## config.mk

```make
export PLATFORM = sky130hd
export DESIGN_NAME = dht11_poll_scheduler_flat
export DESIGN_NICKNAME = d
export VERILOG_FILES = /design/src/rtl/dht11_poll_scheduler_if.sv /design/src/rtl/dht11_poll_scheduler.sv /design/src/flat_wrapper.sv
export SDC_FILE = /design/constraint.sdc
export NUM_CORES = 1
export LEC_CHECK = 0
export BUFFER_PORTS_ARGS = -buffer_cell sky130_fd_sc_hd__buf_2
export CAP_MARGIN = 20
export CORE_ASPECT_RATIO = 1.5
export CORE_MARGIN = 5
export CORE_UTILIZATION = 62
export CTS_BUF_LIST = sky130_fd_sc_hd__clkbuf_16
export DETAILED_ROUTE_END_ITERATION = 12
export PLACE_DENSITY = 0.83
export SYNTH_ARGS = -nofsm -noshare
export SYNTH_HDL_FRONTEND = slang
export SYNTH_SLANG_ARGS = --single-unit
export TNS_END_PERCENT = 5
```

## constraint.sdc

```tcl
create_clock -name clk -period 5.4 [get_ports clk]
set_input_delay 0.81 -clock clk [delete_from_list [all_inputs] [get_ports clk]]
set_output_delay 0.81 -clock clk [all_outputs]
set_load 0.01 [all_outputs]
```

## src/rtl/dht11_poll_scheduler_if.sv

```systemverilog
// rtl/dht11_poll_scheduler_if.sv - link between the poll scheduler and the DHT11 reader
interface dht11_poll_scheduler_if;
  logic       sensor_en;
  logic       sensor_ready;
  logic       sensor_csum_ok;
  logic [7:0] sensor_hum;
  logic [7:0] sensor_temp;

  modport master (
    output sensor_en,
    input  sensor_ready,
    input  sensor_csum_ok,
    input  sensor_hum,
    input  sensor_temp
  );

  modport slave (
    input  sensor_en,
    output sensor_ready,
    output sensor_csum_ok,
    output sensor_hum,
    output sensor_temp
  );
endinterface

```

## src/rtl/dht11_poll_scheduler.sv

```systemverilog
// rtl/dht11_poll_scheduler.sv - DHT11 read sequencer: polls/requests, min gap, timeout, retries
// Optional threshold alarm built only when DHT_ALARM_EN is defined.
module dht11_poll_scheduler #(
  parameter int POLL_PERIOD_CYC = 3000000,
  parameter int MIN_GAP_CYC     = 2000000,
  parameter int TIMEOUT_CYC     = 30000,
  parameter int MAX_RETRY       = 3,
  parameter int CNT_W           = 24
`ifdef DHT_ALARM_EN
  ,
  parameter int TEMP_HI = 35,
  parameter int HUM_HI  = 45
`endif
) (
  input  logic                          clk,
  input  logic                          rst_n,
  input  logic                          en,
  input  logic                          req,
  dht11_poll_scheduler_if.master        sif,
  output logic [7:0]                    humidity,
  output logic [7:0]                    temperature,
  output logic                          sample_valid,
  output logic                          read_err,
  output logic                          fault,
  output logic                          busy,
  output logic                          alarm
);
  typedef enum logic [1:0] {IDLE, READ, CHECK, WAIT} state_t;

  localparam logic [CNT_W-1:0] POLL_LAST = CNT_W'(POLL_PERIOD_CYC - 1);
  localparam logic [CNT_W-1:0] GAP_MIN   = CNT_W'(MIN_GAP_CYC);
  localparam logic [CNT_W-1:0] TO_LAST   = CNT_W'(TIMEOUT_CYC - 1);
  localparam logic [2:0]       RETRY_MAX = 3'(MAX_RETRY);

  state_t           state_q, state_d;
  logic [CNT_W-1:0] poll_cnt_q, poll_cnt_d;
  logic [CNT_W-1:0] gap_cnt_q, gap_cnt_d;
  logic [CNT_W-1:0] to_cnt_q, to_cnt_d;
  logic [2:0]       retry_q, retry_d;
  logic             pending_q, pending_d;
  logic             ok_q, ok_d;
  logic [7:0]       cap_hum_q, cap_hum_d, cap_temp_q, cap_temp_d;
  logic [7:0]       hum_q, hum_d, temp_q, temp_d;
  logic             sample_valid_q, sample_valid_d;
  logic             read_err_q, read_err_d;
  logic             fault_q, fault_d;
  logic             tick, gap_ok, launch;

  always_comb begin
    tick   = en && (poll_cnt_q == POLL_LAST);
    gap_ok = (gap_cnt_q >= GAP_MIN);
    // A request, tick and stored pending all collapse into a single launch.
    launch = (state_q == IDLE) && en && gap_ok && (pending_q || tick || req);

    state_d        = state_q;
    poll_cnt_d     = poll_cnt_q;
    gap_cnt_d      = gap_cnt_q;
    to_cnt_d       = '0;
    retry_d        = retry_q;
    ok_d           = ok_q;
    cap_hum_d      = cap_hum_q;
    cap_temp_d     = cap_temp_q;
    hum_d          = hum_q;
    temp_d         = temp_q;
    sample_valid_d = 1'b0;
    read_err_d     = 1'b0;
    fault_d        = fault_q;

    if (en) poll_cnt_d = tick ? '0 : poll_cnt_q + 1'b1;
    pending_d = launch ? 1'b0 : (pending_q || tick || req);

    if (!en) begin
      state_d = IDLE;
      retry_d = '0;
    end else begin
      case (state_q)
        IDLE: begin
          if (launch) begin
            state_d = READ;
            retry_d = 3'd1;
          end
        end
        READ: begin
          if (sif.sensor_ready) begin
            state_d    = CHECK;
            ok_d       = sif.sensor_csum_ok;
            cap_hum_d  = sif.sensor_hum;
            cap_temp_d = sif.sensor_temp;
          end else if (to_cnt_q == TO_LAST) begin
            state_d = CHECK;
            ok_d    = 1'b0;
          end
        end
        CHECK: begin
          if (ok_q) begin
            hum_d          = cap_hum_q;
            temp_d         = cap_temp_q;
            sample_valid_d = 1'b1;
            fault_d        = 1'b0;
            state_d        = IDLE;
          end else if (retry_q < RETRY_MAX) begin
            retry_d = retry_q + 3'd1;
            state_d = WAIT;
          end else begin
            read_err_d = 1'b1;
            fault_d    = 1'b1;
            state_d    = IDLE;
          end
        end
        WAIT: begin
          if (gap_ok) state_d = READ;
        end
        default: state_d = IDLE;
      endcase
    end

    if (state_q == READ && state_d == READ) to_cnt_d = to_cnt_q + 1'b1;

    // Gap restarts on every READ exit and on any abort; otherwise it counts while the reader is off.
    if ((state_q == READ && state_d != READ) || (!en && state_q != IDLE))
      gap_cnt_d = '0;
    else if (state_q != READ && gap_cnt_q < GAP_MIN)
      gap_cnt_d = gap_cnt_q + 1'b1;
  end

  always_ff @(posedge clk) begin
    if (!rst_n) begin
      state_q        <= IDLE;
      poll_cnt_q     <= '0;
      gap_cnt_q      <= '0;
      to_cnt_q       <= '0;
      retry_q        <= '0;
      pending_q      <= 1'b0;
      ok_q           <= 1'b0;
      cap_hum_q      <= '0;
      cap_temp_q     <= '0;
      hum_q          <= '0;
      temp_q         <= '0;
      sample_valid_q <= 1'b0;
      read_err_q     <= 1'b0;
      fault_q        <= 1'b0;
    end else begin
      state_q        <= state_d;
      poll_cnt_q     <= poll_cnt_d;
      gap_cnt_q      <= gap_cnt_d;
      to_cnt_q       <= to_cnt_d;
      retry_q        <= retry_d;
      pending_q      <= pending_d;
      ok_q           <= ok_d;
      cap_hum_q      <= cap_hum_d;
      cap_temp_q     <= cap_temp_d;
      hum_q          <= hum_d;
      temp_q         <= temp_d;
      sample_valid_q <= sample_valid_d;
      read_err_q     <= read_err_d;
      fault_q        <= fault_d;
    end
  end

  assign sif.sensor_en = (state_q == READ);
  assign busy          = (state_q != IDLE);
  assign humidity      = hum_q;
  assign temperature   = temp_q;
  assign sample_valid  = sample_valid_q;
  assign read_err      = read_err_q;
  assign fault         = fault_q;

`ifdef DHT_ALARM_EN
  logic alarm_q, alarm_d;

  always_comb begin
    alarm_d = (temp_q > 8'(TEMP_HI)) || (hum_q > 8'(HUM_HI));
  end

  always_ff @(posedge clk) begin
    if (!rst_n) alarm_q <= 1'b0;
    else        alarm_q <= alarm_d;
  end

  assign alarm = alarm_q;
`else
  assign alarm = 1'b0;
`endif
endmodule

```

## src/flat_wrapper.sv

```systemverilog
// flat-port wrapper written by rule: the top's interface ports become plain ports
module dht11_poll_scheduler_flat 
#(
  parameter int POLL_PERIOD_CYC = 3000000,
  parameter int MIN_GAP_CYC     = 2000000,
  parameter int TIMEOUT_CYC     = 30000,
  parameter int MAX_RETRY       = 3,
  parameter int CNT_W           = 24

)
  (clk, rst_n, en, req, humidity, temperature, sample_valid, read_err, fault, busy, alarm, sif_sensor_en, sif_sensor_ready, sif_sensor_csum_ok, sif_sensor_hum, sif_sensor_temp);
  dht11_poll_scheduler_if sif_i ();
  input  logic clk;
  input  logic rst_n;
  input  logic en;
  input  logic req;
  output logic [7:0] humidity;
  output logic [7:0] temperature;
  output logic sample_valid;
  output logic read_err;
  output logic fault;
  output logic busy;
  output logic alarm;
  output wire logic [$bits(sif_i.sensor_en)-1:0] sif_sensor_en;
  input wire logic [$bits(sif_i.sensor_ready)-1:0] sif_sensor_ready;
  input wire logic [$bits(sif_i.sensor_csum_ok)-1:0] sif_sensor_csum_ok;
  input wire logic [$bits(sif_i.sensor_hum)-1:0] sif_sensor_hum;
  input wire logic [$bits(sif_i.sensor_temp)-1:0] sif_sensor_temp;
  assign sif_sensor_en = sif_i.sensor_en;
  assign sif_i.sensor_ready = sif_sensor_ready;
  assign sif_i.sensor_csum_ok = sif_sensor_csum_ok;
  assign sif_i.sensor_hum = sif_sensor_hum;
  assign sif_i.sensor_temp = sif_sensor_temp;
  dht11_poll_scheduler #(.POLL_PERIOD_CYC(POLL_PERIOD_CYC), .MIN_GAP_CYC(MIN_GAP_CYC), .TIMEOUT_CYC(TIMEOUT_CYC), .MAX_RETRY(MAX_RETRY), .CNT_W(CNT_W)) u_core (.clk(clk), .rst_n(rst_n), .en(en), .req(req), .sif(sif_i), .humidity(humidity), .temperature(temperature), .sample_valid(sample_valid), .read_err(read_err), .fault(fault), .busy(busy), .alarm(alarm));
endmodule
```

After elaboration in Yosys (flattened, before gate mapping). Cells that the tools add are included.

Add/subtract/negate cells: 4. $lt $le $gt $ge: 3. Equality and inequality tests: 12. Muxes and demuxes: 19. Bitwise logic cells: 3. Reductions and logical operators: 27.

Operators by type and width (number): adder 24 x 1 -> 24 bit, second input constant (3); equality test 24 x 15 -> 1 bit, second input constant (1); equality test 24 x 22 -> 1 bit, second input constant (1); >= comparator 24 x 21 -> 1 bit, second input constant (1); less-than comparator 24 x 21 -> 1 bit, second input constant (1); two-way mux 24 bit (1); AND reduction 3 bit (5); two-way mux 2 bit (7); != test 2 x 1 -> 1 bit, second input constant (5); two-way mux 3 bit (3); logical AND 1 bit (8); one-hot mux 2 bit (4 select lines) (1); two-way mux 1 bit (6); one-hot mux 3 bit (2 select lines) (1); nonzero test 2 bit (3); equality test 2 x 1 -> 1 bit, second input constant (2); equality test 2 bit, second input constant (2); AND reduction 2 bit (2); AND reduction 4 bit (1); OR reduction 2 bit (2); OR reduction 4 bit (1); adder 3 x 1 -> 3 bit, second input constant (1); logical OR 1 bit (3); less-than comparator 3 x 2 -> 1 bit, second input constant (1); 4 further kinds (6).

Bits in registers: 114. Bits of input ports: 22. Output and inout bits: 22. Word-level logic and storage cells: 82.

Logic depth before layout (Yosys ltp). Gate-level depths: netlist of run 1.

Word-level depth: 12. Mapped depth: 8. Depth with buffers taken out: 6.

Worst setup path after synthesis of run 1. OpenSTA, ideal clock, no wires.

Path kind: input-to-reg. From: in en. To: reg u_core.poll_cnt_q[22]. Library setup time: 0.128 ns. Arrival: 2.237 ns. Required time: 5.272 ns. Setup slack: 3.036 ns. Stages: 6. Buffers on the path: 1. Cells stage by stage: clkbuf_1 nand4_1 nor4_1 nand4_1 xor2_1 nor2_1.

Word-level cells in the longest chain between the ends: 2.

RTL lines: from (decl) (line flat_wrapper.sv:15) `input logic en;`; logical AND 1 bit (line dht11_poll_scheduler.sv:50) `tick = en && (poll_cnt_q == POLL_LAST);`; two-way mux 24 bit (line dht11_poll_scheduler.sv:69) `if (en) poll_cnt_d = tick ? '0 : poll_cnt_q + 1'b1;`; to (signal assigned) (line dht11_poll_scheduler.sv:144) `poll_cnt_q <= poll_cnt_d;`; to (decl) (line dht11_poll_scheduler.sv:36) `logic [CNT_W-1:0] poll_cnt_q, poll_cnt_d;`.

Several ways; a longest one is shown, not always the timed one. A chain may end at the register's enable or synchronous reset.

Final worst setup path of run 1.
From: reg u_core.to_cnt_q[0]. To: reg u_core.gap_cnt_q[14].

Word-level cells in the longest chain between the ends: 9.

RTL lines: from (decl) (line dht11_poll_scheduler.sv:38) `logic [CNT_W-1:0] to_cnt_q, to_cnt_d;`; from (signal assigned) (line dht11_poll_scheduler.sv:146) `to_cnt_q <= to_cnt_d;`; equality test 24 x 15 -> 1 bit (line dht11_poll_scheduler.sv:89) `end else if (to_cnt_q == TO_LAST) begin`; two-way mux 2 bit (line dht11_poll_scheduler.sv:89); two-way mux 2 bit (line dht11_poll_scheduler.sv:84) `if (sif.sensor_ready) begin`; one-hot mux 2 bit (4 select lines) (line dht11_poll_scheduler.sv:76) `case (state_q)`; two-way mux 2 bit (line dht11_poll_scheduler.sv:72) `if (!en) begin`; != test 2 x 1 -> 1 bit (line dht11_poll_scheduler.sv:120) `if ((state_q == READ && state_d != READ) || (!en && state_q != IDLE))`; logical AND 1 bit (line dht11_poll_scheduler.sv:120); logical OR 1 bit (line dht11_poll_scheduler.sv:120); OR reduction 2 bit (no line); to (signal assigned) (line dht11_poll_scheduler.sv:145) `gap_cnt_q <= gap_cnt_d;`; to (decl) (line dht11_poll_scheduler.sv:37) `logic [CNT_W-1:0] gap_cnt_q, gap_cnt_d;`.

Every way passes these cells.

==> qor.csv, run 1 <==
stage,metric,value,unit
cts,cts_hold_buf,0,
worst_hold_path,hp-class,flop to flop,
synthesis,synth_most_common_cell,dfxtp_1,
timing,drv_slew,0,
placed_design,dp_hpwl,6.66,mm
synthesis,ys_warn_count,0,
die,fp-row-count,39,
power_and_ir_drop,p_leak,2.02,nW
synthesis,synthTopCellsByArea,"dfxtp_1 (48%), nand2_1 (7.1%), nor2_1 (5.7%)",
cts,clk_pin_slew,0.05,ns
die,start_util,63.2,%
synthesis,yosys.area_share.simple,26.4,%
placed_design,pre_cts_ws,2.67,ns
detailed_routing,drtAntennaViolNets,0,
timing,timing.final.crit_share,45.4,%
timing,slew_headroom,35.5,%
die,fp.dieH,118,um
timing,hold_viol_final,0,
detailed_routing,wire_per_inst,14.4,um
detailed_routing,drt_wl_total,10.4,mm
detailed_routing,via_per_inst,5.71,
synthesis,syn_nets,602,
layout,antenna_cells,0,
timing,fin_skew,0.00752,ns
cts,cts_num_sinks,114,
synthesis,yosys-top-cells-count,"dfxtp_1 (114), nand2_1 (90), nor2_1 (73)",
cts,ctsHtreeMaxLevel,4,
synthesis,syn_area_per_cell,8.31,um^2
detailed_routing,firstDrtPassIters,6,
synthesis,synth_compound_area_share,10.8,%
worst_setup_path,endpoint_kind,flop,
cts,post_cts_buffers,0,
synthesis,syn_inst,575,
global_route,grt_pass1_vias,3999,
detailed_routing,drt_iter0_drc,281,
layout,synthToLayoutAreaGrowth,17.3,%
synthesis,synth_edf_count,0,
synthesis,synthFlopType,dfxtp_1,
timing,fmax,0.408,GHz
synthesis,synth_xor_area_share,9.90,%
detailed_routing,num_vias,4127,
timing,setup_viol,0,
power_and_ir_drop,irDropWorstVdd,0.313,mV
cts,cts_tree,yes,
placed_design,placedCellCount,691,
synthesis,synth_fa_ha_area_share,1.31,%
worst_setup_path,crit_required,5.66,ns
cts,insertion_delay,0.41,ns
timing,setup_slack,2.95,ns
synthesis,ys_seq_area_share,47.8,%
worst_setup_path,critPathArrivalTime,2.71,ns
cts,cts_buffers,17,
placed_design,numPortBuffers,42,
timing,tightest_slew,0.958,ns
layout,fillerInstances,554,
detailed_routing,drc,0,
job,cap_violations,0,
worst_setup_path,crit_path_max_fanout,24,
global_route,antenna_found_initial,0,
layout,drive_above_1_share,11.9,%
worst_setup_path,start_kind,flop,
cts,max-clock-path-buffers,2,
synthesis,synth_area,4780,um^2
die,fp.dieW,81.7,um
synthesis,synth-seq-cells,114,
synthesis,synth_async_sr_flop_share,0,%
global_route,grt_max_degree,39,
synthesis,synth_cell_type_count,44,
global_route,overflow,0,
synthesis,synth_top_family_by_area,simple AND/OR/NAND/NOR gates,
layout,seqCellArea,2280,um^2
timing,layout_min_cycle_time,2.45,ns
outcome,status,finished clean,
die,die_area,9600,um^2
cts,root_buffer,clkbuf_16,
cts,ctsResizeCount,0,
die,pin_count,44,
timing,fin_tns_setup,0,ns
placed_design,gp_congestion,0.889,
global_route,grtUsageTotal,23.1,%
worst_setup_path,critical_path_class,flop to flop,
power_and_ir_drop,power.density,351,nW/um^2
layout,final_cells,723,
die,coreArea,7560,um^2
timing,rsz0062_at_grt,no,
synthesis,synth_top_area_cell,dfxtp_1,
layout,layout.nets,636,
synthesis,synthMuxAreaShare,0.209,%
layout,multiInputGateArea,2320,um^2
global_route,grt_pass1_wl,17.5,mm
synthesis,synth_top_area_share,47.8,%
[flip-flops by register name (all words and copies together) (netlist names)]
name,count
u_core.state_q,2
u_core.sample_valid,1
u_core.cap_temp_q,8
u_core.humidity,8
u_core.ok_q,1
u_core.temperature,8
u_core.pending_q,1
u_core.cap_hum_q,8
u_core.read_err,1
u_core.fault,1
u_core.poll_cnt_q,24
u_core.to_cnt_q,24
u_core.retry_q,3
u_core.gap_cnt_q,24
[critical path: stages (launching register included)]
cell	delay (ns)
dfxtp_1	0.38
ha_1	0.21
and3_1	0.24
nand3_1	0.09
o31ai_1	0.52
a21o_1	0.73
nor2_1	0.13
[cell type report]
cell class,count,area share (%)
Sequential cell,114,40.7
Clock inverter,14,2.63
Tap cell,102,2.28
Clock buffer,17,7.59
Inverter,16,1.07
Multi-Input combinational cell,417,41.5
Timing Repair Buffer,43,4.24
[metrics by stage]
| stage | util (%) | power, mW | hold slack (ns) | area, um^2 |
|---|---|---|---|---|
| after global placement | 66.2 | 0.898 | 0.410 | 5000 |
| after detailed placement | 66.2 | 0.899 | 0.414 | 5000 |
| final | 74.1 | 1.97 | 0.420 | 5610 |
| after CTS | 73.7 | 1.98 | 0.422 | 5580 |
| after global routing | 74.1 | 2.02 | 0.444 | 5610 |
| after floorplan | - | 0.887 | 0.403 | 4780 |
[logic make-up (layout without fill, tap and decap cells)]
logic type / count (synthesis) / count (layout)
AOI/OAI and AO/OA: 85 / 85
other: 1 / 1
xor gates and xnor gates: 54 / 54
and+or+nand+nor: 271 / 271
adders and majority gates: 5 / 5
DFF: 114 / 114
buffers and inverters: 44 / 90
muxes: 1 / 1
[where the power goes]
part           leakage (nW)  switching (mW)  internal, mW  total [mW]
sequential            0.919         0.00360         0.846       0.850
clock                 0.280           0.371         0.710        1.08
combinational         0.821          0.0222        0.0136      0.0358
total                  2.02           0.397          1.57        1.97
[per-layer routing]
layer,GRT usage (%),vias to the layer above,share of wire [%]
met2,40.6,124,54
li1,-,2030,-
met5,0,-,0
met4,9.25,0,1.8
met1,24.9,1952,39
met3,7.43,21,5.3
[cell usage in the layout, fill, tap and decap left out, drive strengths merged, types with 2 or more instances in the layout]
cell | netlist | final
a2111oi | 4 | 4
a211oi | 8 | 8
a21o | 2 | 2
a21oi | 48 | 48
a31oi | 4 | 4
and3 | 12 | 12
and4 | 4 | 4
buf | 5 | 43
bufinv | 0 | 3
clkbuf | 23 | 17
clkinv | 0 | 8
clkinvlp | 0 | 2
dfxtp | 114 | 114
ha | 5 | 5
inv | 16 | 17
nand2 | 90 | 90
nand2b | 4 | 4
nand3 | 25 | 25
nand3b | 2 | 2
nand4 | 22 | 22
nor2 | 73 | 73
nor3 | 12 | 12
nor4 | 8 | 8
o21ai | 10 | 10
o31a | 2 | 2
o31ai | 3 | 3
or3 | 12 | 12
xnor2 | 24 | 24
xor2 | 30 | 30
[path summary, 6_finish.rpt]
check	startpoint	end	slack, ns	cells after the start
setup / recovery	u_core.to_cnt_q[0]	u_core.gap_cnt_q[14]	2.95	6
hold / removal	u_core.gap_cnt_q[23]	u_core.gap_cnt_q[23]	0.42	2
setup reg to reg	u_core.to_cnt_q[0]	u_core.gap_cnt_q[14]	2.95	6
hold reg to reg	u_core.gap_cnt_q[23]	u_core.gap_cnt_q[23]	0.42	2
(Power assumes the default switching activity.)
==> run 2, diff against run 1 <==
--- a/config.mk
+++ b/config.mk
@@ -5,14 +5,15 @@
 export SDC_FILE = /design/constraint.sdc
 export NUM_CORES = 1
 export LEC_CHECK = 0
+export ABC_AREA = 1
 export BUFFER_PORTS_ARGS = -buffer_cell sky130_fd_sc_hd__buf_2
 export CAP_MARGIN = 20
 export CORE_ASPECT_RATIO = 1.5
 export CORE_MARGIN = 5
-export CORE_UTILIZATION = 62
+export CORE_UTILIZATION = 60
 export CTS_BUF_LIST = sky130_fd_sc_hd__clkbuf_16
 export DETAILED_ROUTE_END_ITERATION = 12
-export PLACE_DENSITY = 0.83
+export PLACE_DENSITY = 0.8
 export SYNTH_ARGS = -nofsm -noshare
 export SYNTH_HDL_FRONTEND = slang
 export SYNTH_SLANG_ARGS = --single-unit
==> constraint.sdc (replaced) <==
create_clock -name clk -period 2.3 [get_ports clk]
set_input_delay 0.345 -clock clk [delete_from_list [all_inputs] [get_ports clk]]
set_output_delay 0.345 -clock clk [all_outputs]
set_load 0.01 [all_outputs]
==> qor.csv, run 2 <==
stage,metric,value,unit,change
outcome,status,finished clean,,unchanged
power_and_ir_drop,p_leak,2.40,nW,was 2.02 nW
layout,layout_common_cells,"dfxtp_1 (114), inv_1 (106), nand2_1 (105)",,"was dfxtp_1 (114), nand2_1 (90), nor2_1 (73)"
die,start_util,61.4,%,was 63.2%
synthesis,synth-seq-cells,114,,unchanged
power_and_ir_drop,finalPower,5.04,mW,was 1.97 mW
worst_setup_path,crit_path_max_fanout,24,,unchanged
cts,ctsHtreeMaxLevel,4,,unchanged
power_and_ir_drop,irDropWorstVdd,0.674,mV,was 0.313 mV
placed_design,dp_hpwl,8.46,mm,was 6.66 mm
cts,cts_tree,yes,,unchanged
detailed_routing,m1WireLength,4.77,mm,was 4.08 mm
global_route,grtUsageTotal,23.8,%,was 23.1%
detailed_routing,num_vias,4811,,was 4127
synthesis,synth_top_area_share,42.1,%,was 47.8%
cts,cts_num_sinks,114,,unchanged
synthesis,synthTopCellsByArea,"dfxtp_1 (42%), inv_1 (7.3%), nand2_1 (7.3%)",,"was dfxtp_1 (48%), nand2_1 (7.1%), nor2_1 (5.7%)"
synthesis,syn_inst,727,,was 575
timing,timing.final.crit_share,88.3,%,was 45.4%
synthesis,synth_cell_type_count,40,,was 44
layout,multiInputGateArea,2620,um^2,was 2320 um^2
global_route,antenna_found_initial,0,,unchanged
synthesis,syn_nets,754,,was 602
timing,tightest_slew,0.810,ns,was 0.958 ns
layout,synthToLayoutAreaGrowth,17.3,%,about the same
power_and_ir_drop,power.density,792,nW/um^2,was 351 nW/um^2
die,fp.dieH,126,um,was 118 um
global_route,grt_max_degree,36,,was 39
timing,hold_viol_final,0,,unchanged
cts,clk_pin_slew,0.05,ns,about the same
synthesis,synth_most_common_cell,dfxtp_1,,unchanged
worst_setup_path,critPathArrivalTime,2.37,ns,was 2.71 ns
die,coreArea,8830,um^2,was 7560 um^2
cts,root_buffer,clkbuf_16,,unchanged
layout,drive_above_1_share,15.6,%,was 11.9%
detailed_routing,dr_wl_met3,566,um,was 553 um
timing,fmax,0.493,GHz,was 0.408 GHz
synthesis,yosys-top-cells-count,"dfxtp_1 (114), inv_1 (105), nand2_1 (105)",,"was dfxtp_1 (114), nand2_1 (90), nor2_1 (73)"
synthesis,ys_seq_area_share,42.1,%,was 47.8%
die,fp.dieW,87.6,um,was 81.7 um
timing,fin_skew,0.00842,ns,was 0.00752 ns
layout,final_common_cell,dfxtp_1,,unchanged
timing,setup_viol,0,,unchanged
cts,post_cts_buffers,0,,unchanged
die,fp-row-count,42,,was 39
detailed_routing,drtAntennaViolNets,0,,unchanged
timing,drv_slew,0,,unchanged
layout,antenna_cells,0,,unchanged
layout,seqCellArea,2280,um^2,unchanged
synthesis,synth_area,5420,um^2,was 4780 um^2
die,die_area,11100,um^2,was 9600 um^2
layout,final_util,72.0,%,was 74.1%
detailed_routing,wire_per_inst,13.8,um,was 14.4 um
global_route,grt_pass1_wl,21.2,mm,was 17.5 mm
global_route,grt_pass1_vias,4818,,was 3999
timing,slew_headroom,45.9,%,was 35.5%
cts,cts_buffers,17,,unchanged
detailed_routing,drt_iter0_drc,277,,was 281
cts,insertion_delay,0.42,ns,was 0.41 ns
placed_design,gp_congestion,0.895,,was 0.889
synthesis,synth_async_sr_flop_share,0,%,unchanged
layout,layout.nets,802,,was 636
detailed_routing,topRoutingLayerUsed,met4,,unchanged
synthesis,ys_warn_count,0,,unchanged
detailed_routing,drc,0,,unchanged
worst_setup_path,start_kind,flop,,unchanged
timing,rsz0062_at_grt,no,,unchanged
worst_setup_path,crit_required,2.64,ns,was 5.66 ns
detailed_routing,via_per_inst,5.36,,was 5.71
timing,layout_min_cycle_time,2.03,ns,was 2.45 ns
synthesis,synthFlopType,dfxtp_1,,unchanged
detailed_routing,firstDrtPassIters,5,,was 6
job,cap_violations,0,,unchanged
die,pin_count,44,,unchanged
placed_design,numPortBuffers,42,,unchanged
cts,max-clock-path-buffers,2,,unchanged
synthesis,synth_top_area_cell,dfxtp_1,,unchanged
layout,reg_top3,"u_core.gap_cnt_q x24, u_core.poll_cnt_q x24, u_core.to_cnt_q x24",,unchanged
synthesis,syn_area_per_cell,7.46,um^2,was 8.31 um^2
global_route,overflow,0,,unchanged
worst_hold_path,hp-class,primary input to flop,,was flop to flop
detailed_routing,drt_wl_total,12.4,mm,was 10.4 mm
worst_setup_path,critical_path_class,flop to flop,,unchanged
timing,fin_tns_setup,0,ns,unchanged
layout,fillerInstances,672,,was 554
detailed_routing,route.met2.wl,6.61,mm,was 5.61 mm
worst_setup_path,endpoint_kind,flop,,unchanged
synthesis,synth_edf_count,0,,unchanged
run 2: cell types whose count changed in the layout (fill, tap and decap cells not counted), sizes merged, moves of 7 or more:
cell,previous run,this run
inv,17,110
o21ai,10,50
nor3,12,44
nor2,73,100
nand2,90,113
nand3,25,44
xnor2,24,9
and3,12,0
or3,12,0
nand4,22,13
nor3b,1,10
a21oi,48,40
a211oi,8,1
run 2: cells by family after synthesis:
| logic type | Yosys count | synth area share, % |
|---|---|---|
| AND/OR/NAND/NOR | 338 | 30.1 |
| AO/OA/AOI/OAI | 97 | 9.51 |
| adder cells (fa/ha/maj) | 5 | 1.15 |
| multiplexers | 1 | 0.185 |
| flip-flops | 114 | 42.1 |
| XOR/XNOR | 44 | 7.11 |
| buffers and inverters | 127 | 9.76 |
| other | 1 | 0.0692 |
run 2: per-stage QoR:
stage	worst slack, ns	cell area, um^2	hold slack [ns]	instances
4_1_cts	0.188	6350	0.193	897
6_report	0.270	6360	0.199	897
3_3_place_gp	0.291	5690	0.432	866
5_1_grt	0.0883	6360	0.194	897
2_1_floorplan	0.588	5420	0.415	727
3_5_place_dp	0.211	5690	0.438	866
run 2: worst paths after layout:
path	start	to	slack (ns)	cells after the start
hold reg to reg	u_core.cap_temp_q[1]	u_core.cap_temp_q[1]	0.45	2
setup reg to reg	u_core.poll_cnt_q[0]	u_core.gap_cnt_q[2]	0.27	13
setup / recovery	u_core.poll_cnt_q[0]	u_core.gap_cnt_q[2]	0.27	13
hold / removal	sif_sensor_csum_ok	u_core.ok_q	0.20	3
run 2: cell type report:
type	count	area share (%)
clock buffer	17	6.69
clock inverter	14	3.72
inverter	108	6.38
multi-input combinational	486	41.1
sequential	114	35.9
tap	110	2.16
timing repair buffer	48	4.01
run 2: report_power, final:
group	internal [mW]	total (mW)	leakage, nW	switching, mW
clock network	2.02	2.94	0.325	0.920
registers	1.99	1.99	0.919	0.00698
logic	0.0342	0.0991	1.16	0.0648
total	4.04	5.04	2.40	0.992
run 2: what timing repair did:
| action | 4_1_cts | 5_1_grt |
|---|---|---|
| endpoints found under the setup margin | 0 | 11 |
| resized for setup | 0 | 1 |
| hold endpoints to repair | 0 | 0 |
| hold buffers | 0 | 0 |
run 2: critical path, cell delays in order, from the launching register on:
cell and delay (ns):
dfxtp_1 0.37, ha_1 0.19, nand2_1 0.10, nor2_1 0.10
nand2_1 0.07, nor2_1 0.10, nand2_1 0.12, nand2_2 0.12
nand3_4 0.10, a21oi_4 0.17, nand2_1 0.08, nand2_2 0.08
nand2_4 0.21, nor2_1 0.15
run 2: layer usage:
| metal | vias to the layer above | GRT usage [%] |
|---|---|---|
| li1 | 2424 | - |
| met1 | 2203 | 25.2 |
| met2 | 140 | 41.9 |
| met3 | 44 | 6.42 |
| met4 | 0 | 13.0 |
| met5 | - | 0 |
==> run 3, diff against run 2 <==
--- a/config.mk
+++ b/config.mk
@@ -7,11 +7,10 @@
 export LEC_CHECK = 0
 export ABC_AREA = 1
 export BUFFER_PORTS_ARGS = -buffer_cell sky130_fd_sc_hd__buf_2
-export CAP_MARGIN = 20
+export CAP_MARGIN = 40
 export CORE_ASPECT_RATIO = 1.5
 export CORE_MARGIN = 5
 export CORE_UTILIZATION = 60
-export CTS_BUF_LIST = sky130_fd_sc_hd__clkbuf_16
 export DETAILED_ROUTE_END_ITERATION = 12
 export PLACE_DENSITY = 0.8
 export SYNTH_ARGS = -nofsm -noshare
==> qor.csv, run 3 (synthesized netlist as in run 2, its figures left out) <==
stage,metric,value,unit,change
cts,cts_buffers,17,,unchanged
detailed_routing,num_vias,4816,,was 4811
worst_setup_path,start_kind,flop,,unchanged
timing,layout_min_cycle_time,2.03,ns,about the same
cts,cts_num_sinks,114,,unchanged
timing,slew_headroom,46.8,%,was 45.9%
layout,fillerInstances,672,,unchanged
layout,multiInputGateArea,2620,um^2,unchanged
layout,layout_common_cells,"dfxtp_1 (114), inv_1 (105), nand2_1 (105)",,"was dfxtp_1 (114), inv_1 (106), nand2_1 (105)"
detailed_routing,wire_per_inst,13.8,um,about the same
worst_setup_path,critPathArrivalTime,2.37,ns,about the same
layout,final_cells,897,,unchanged
worst_hold_path,hold_path_depth,3,,unchanged
worst_setup_path,worst-r2r-cell-count,13,,unchanged
layout,final_common_cell,dfxtp_1,,unchanged
global_route,busiest_layer,met2,,unchanged
global_route,grtUsageMet1,25.2,%,unchanged
timing,timing.final.crit_share,88.3,%,about the same
die,die_area,11100,um^2,unchanged
layout,antenna_cells,0,,unchanged
detailed_routing,drt_wl_total,12.4,mm,about the same
power_and_ir_drop,power.density,792,nW/um^2,about the same
timing,fmax,0.492,GHz,was 0.493 GHz
die,fp.dieH,126,um,unchanged
detailed_routing,via_per_inst,5.37,,was 5.36
worst_setup_path,r2r-start,u_core.poll_cnt_q[0],,unchanged
power_and_ir_drop,irDropWorstVdd,0.674,mV,about the same
timing,rsz0062_at_grt,no,,unchanged
worst_setup_path,rrSetupSlack,0.27,ns,about the same
timing,tightest_slew,0.797,ns,was 0.810 ns
cts,insertion_delay,0.41,ns,was 0.42 ns
global_route,antenna_found_initial,0,,unchanged
cts,root_buffer,clkbuf_16,,unchanged
timing,fin_tns_setup,0,ns,unchanged
placed_design,gp_congestion,0.895,,unchanged
layout,fin_area,6360,um^2,unchanged
layout,synthToLayoutAreaGrowth,17.3,%,unchanged
layout,seqCellArea,2280,um^2,unchanged
detailed_routing,drtAntennaViolNets,0,,unchanged
cts,cts_tree,yes,,unchanged
die,fp.dieW,87.6,um,unchanged
layout,drive_above_1_share,15.6,%,unchanged
placed_design,placedCellCount,866,,unchanged
global_route,met3_usage,6.42,%,unchanged
worst_setup_path,endpoint_kind,flop,,unchanged
worst_setup_path,crit_path_max_fanout,24,,unchanged
job,cap_violations,0,,unchanged
die,fp-row-count,42,,unchanged
global_route,grt_pass1_wl,21.2,mm,unchanged
die,coreArea,8830,um^2,unchanged
placed_design,place_area,5690,um^2,unchanged
die,start_util,61.4,%,unchanged
die,pin_count,44,,unchanged
timing,setup_viol,0,,unchanged
layout,reg_top3,"u_core.gap_cnt_q x24, u_core.poll_cnt_q x24, u_core.to_cnt_q x24",,unchanged
worst_hold_path,hp-class,primary input to flop,,unchanged
global_route,use_met2,41.9,%,unchanged
timing,whs,0.201,ns,was 0.199 ns
worst_setup_path,timing.rr.end,u_core.gap_cnt_q[2],,unchanged
worst_hold_path,holdPathEnd,u_core.ok_q,,unchanged
worst_setup_path,crit_required,2.64,ns,about the same
layout,layout.nets,802,,unchanged
placed_design,numPortBuffers,42,,unchanged
worst_setup_path,critical_path_class,flop to flop,,unchanged
timing,drv_slew,0,,unchanged
cts,max-clock-path-buffers,2,,unchanged
power_and_ir_drop,p_leak,2.40,nW,about the same
global_route,grtUsageTotal,23.8,%,unchanged
placed_design,dp_hpwl,8.46,mm,unchanged
cts,clk_pin_slew,0.05,ns,about the same
timing,hold_viol_final,0,,unchanged
global_route,overflow,0,,unchanged
worst_hold_path,hold_start,sif_sensor_csum_ok,,unchanged
global_route,grt_max_degree,36,,unchanged
detailed_routing,firstDrtPassIters,5,,unchanged
detailed_routing,drc,0,,unchanged
cts,cts_hold_buf,0,,unchanged
outcome,status,finished clean,,unchanged
global_route,grt_pass1_vias,4818,,unchanged
cts,ctsHtreeMaxLevel,4,,unchanged
timing,fin_skew,0.00817,ns,was 0.00842 ns
detailed_routing,drt_iter0_drc,276,,was 277
-- run 3: worst max path at each step --
stage	cells after the start	slack, ns	start	to
6_report	13	0.27	u_core.poll_cnt_q[0]	u_core.gap_cnt_q[2]
2_1_floorplan	14	0.59	u_core.poll_cnt_q[0]	u_core.gap_cnt_q[13]
5_1_grt	13	0.09	u_core.poll_cnt_q[0]	u_core.gap_cnt_q[4]
4_1_cts	11	0.19	u_core.poll_cnt_q[0]	u_core.to_cnt_q[1]
3_5_place_dp	11	0.21	u_core.poll_cnt_q[1]	u_core.to_cnt_q[1]
3_3_place_gp	12	0.29	u_core.poll_cnt_q[0]	u_core.to_cnt_q[22]
-- run 3: through the flow --
step	utilization, %	worst slack (ns)	power (mW)
floorplan	-	0.588	2.10
global placement	64.5	0.291	2.13
detailed placement	64.5	0.211	2.13
CTS	72.0	0.188	5.07
global route	72.0	0.0883	5.18
finish	72.0	0.269	5.04
-- run 3: power breakdown --
part / switching [mW] / internal [mW]
Sequential: 0.00698 / 1.99
Clock: 0.916 / 2.03
Combinational: 0.0648 / 0.0342
Total: 0.988 / 4.05
-- run 3: worst max-delay path, cell delays in order, from the launching register on --
cell	delay (ns)
dfxtp_1	0.37
ha_1	0.19
nand2_1	0.10
nor2_1	0.10
nand2_1	0.07
nor2_1	0.10
nand2_1	0.12
nand2_2	0.12
nand3_4	0.10
a21oi_4	0.17
nand2_1	0.08
nand2_2	0.08
nand2_4	0.21
nor2_1	0.15
-- run 3: timing repair --
item | CTS | global route
endpoints found under the hold margin | 0 | 0
setup endpoints to repair | 0 | 11
resized for setup | 0 | 1
buffers inserted | 0 | 0
-- run 3: layout make-up --
cell class	count	area share, %
clock buffer	18	6.75
clock inverter	13	3.66
inverter	108	6.38
multi-input combinational	486	41.1
sequential	114	35.9
tap	110	2.16
timing repair buffer	48	4.01
-- run 3: per-layer routing --
metal | vias to the layer above | share of wire, %
met5 | - | 0
met2 | 136 | 53
met4 | 0 | 3.8
met1 | 2209 | 38
met3 | 46 | 4.4
li1 | 2425 | -
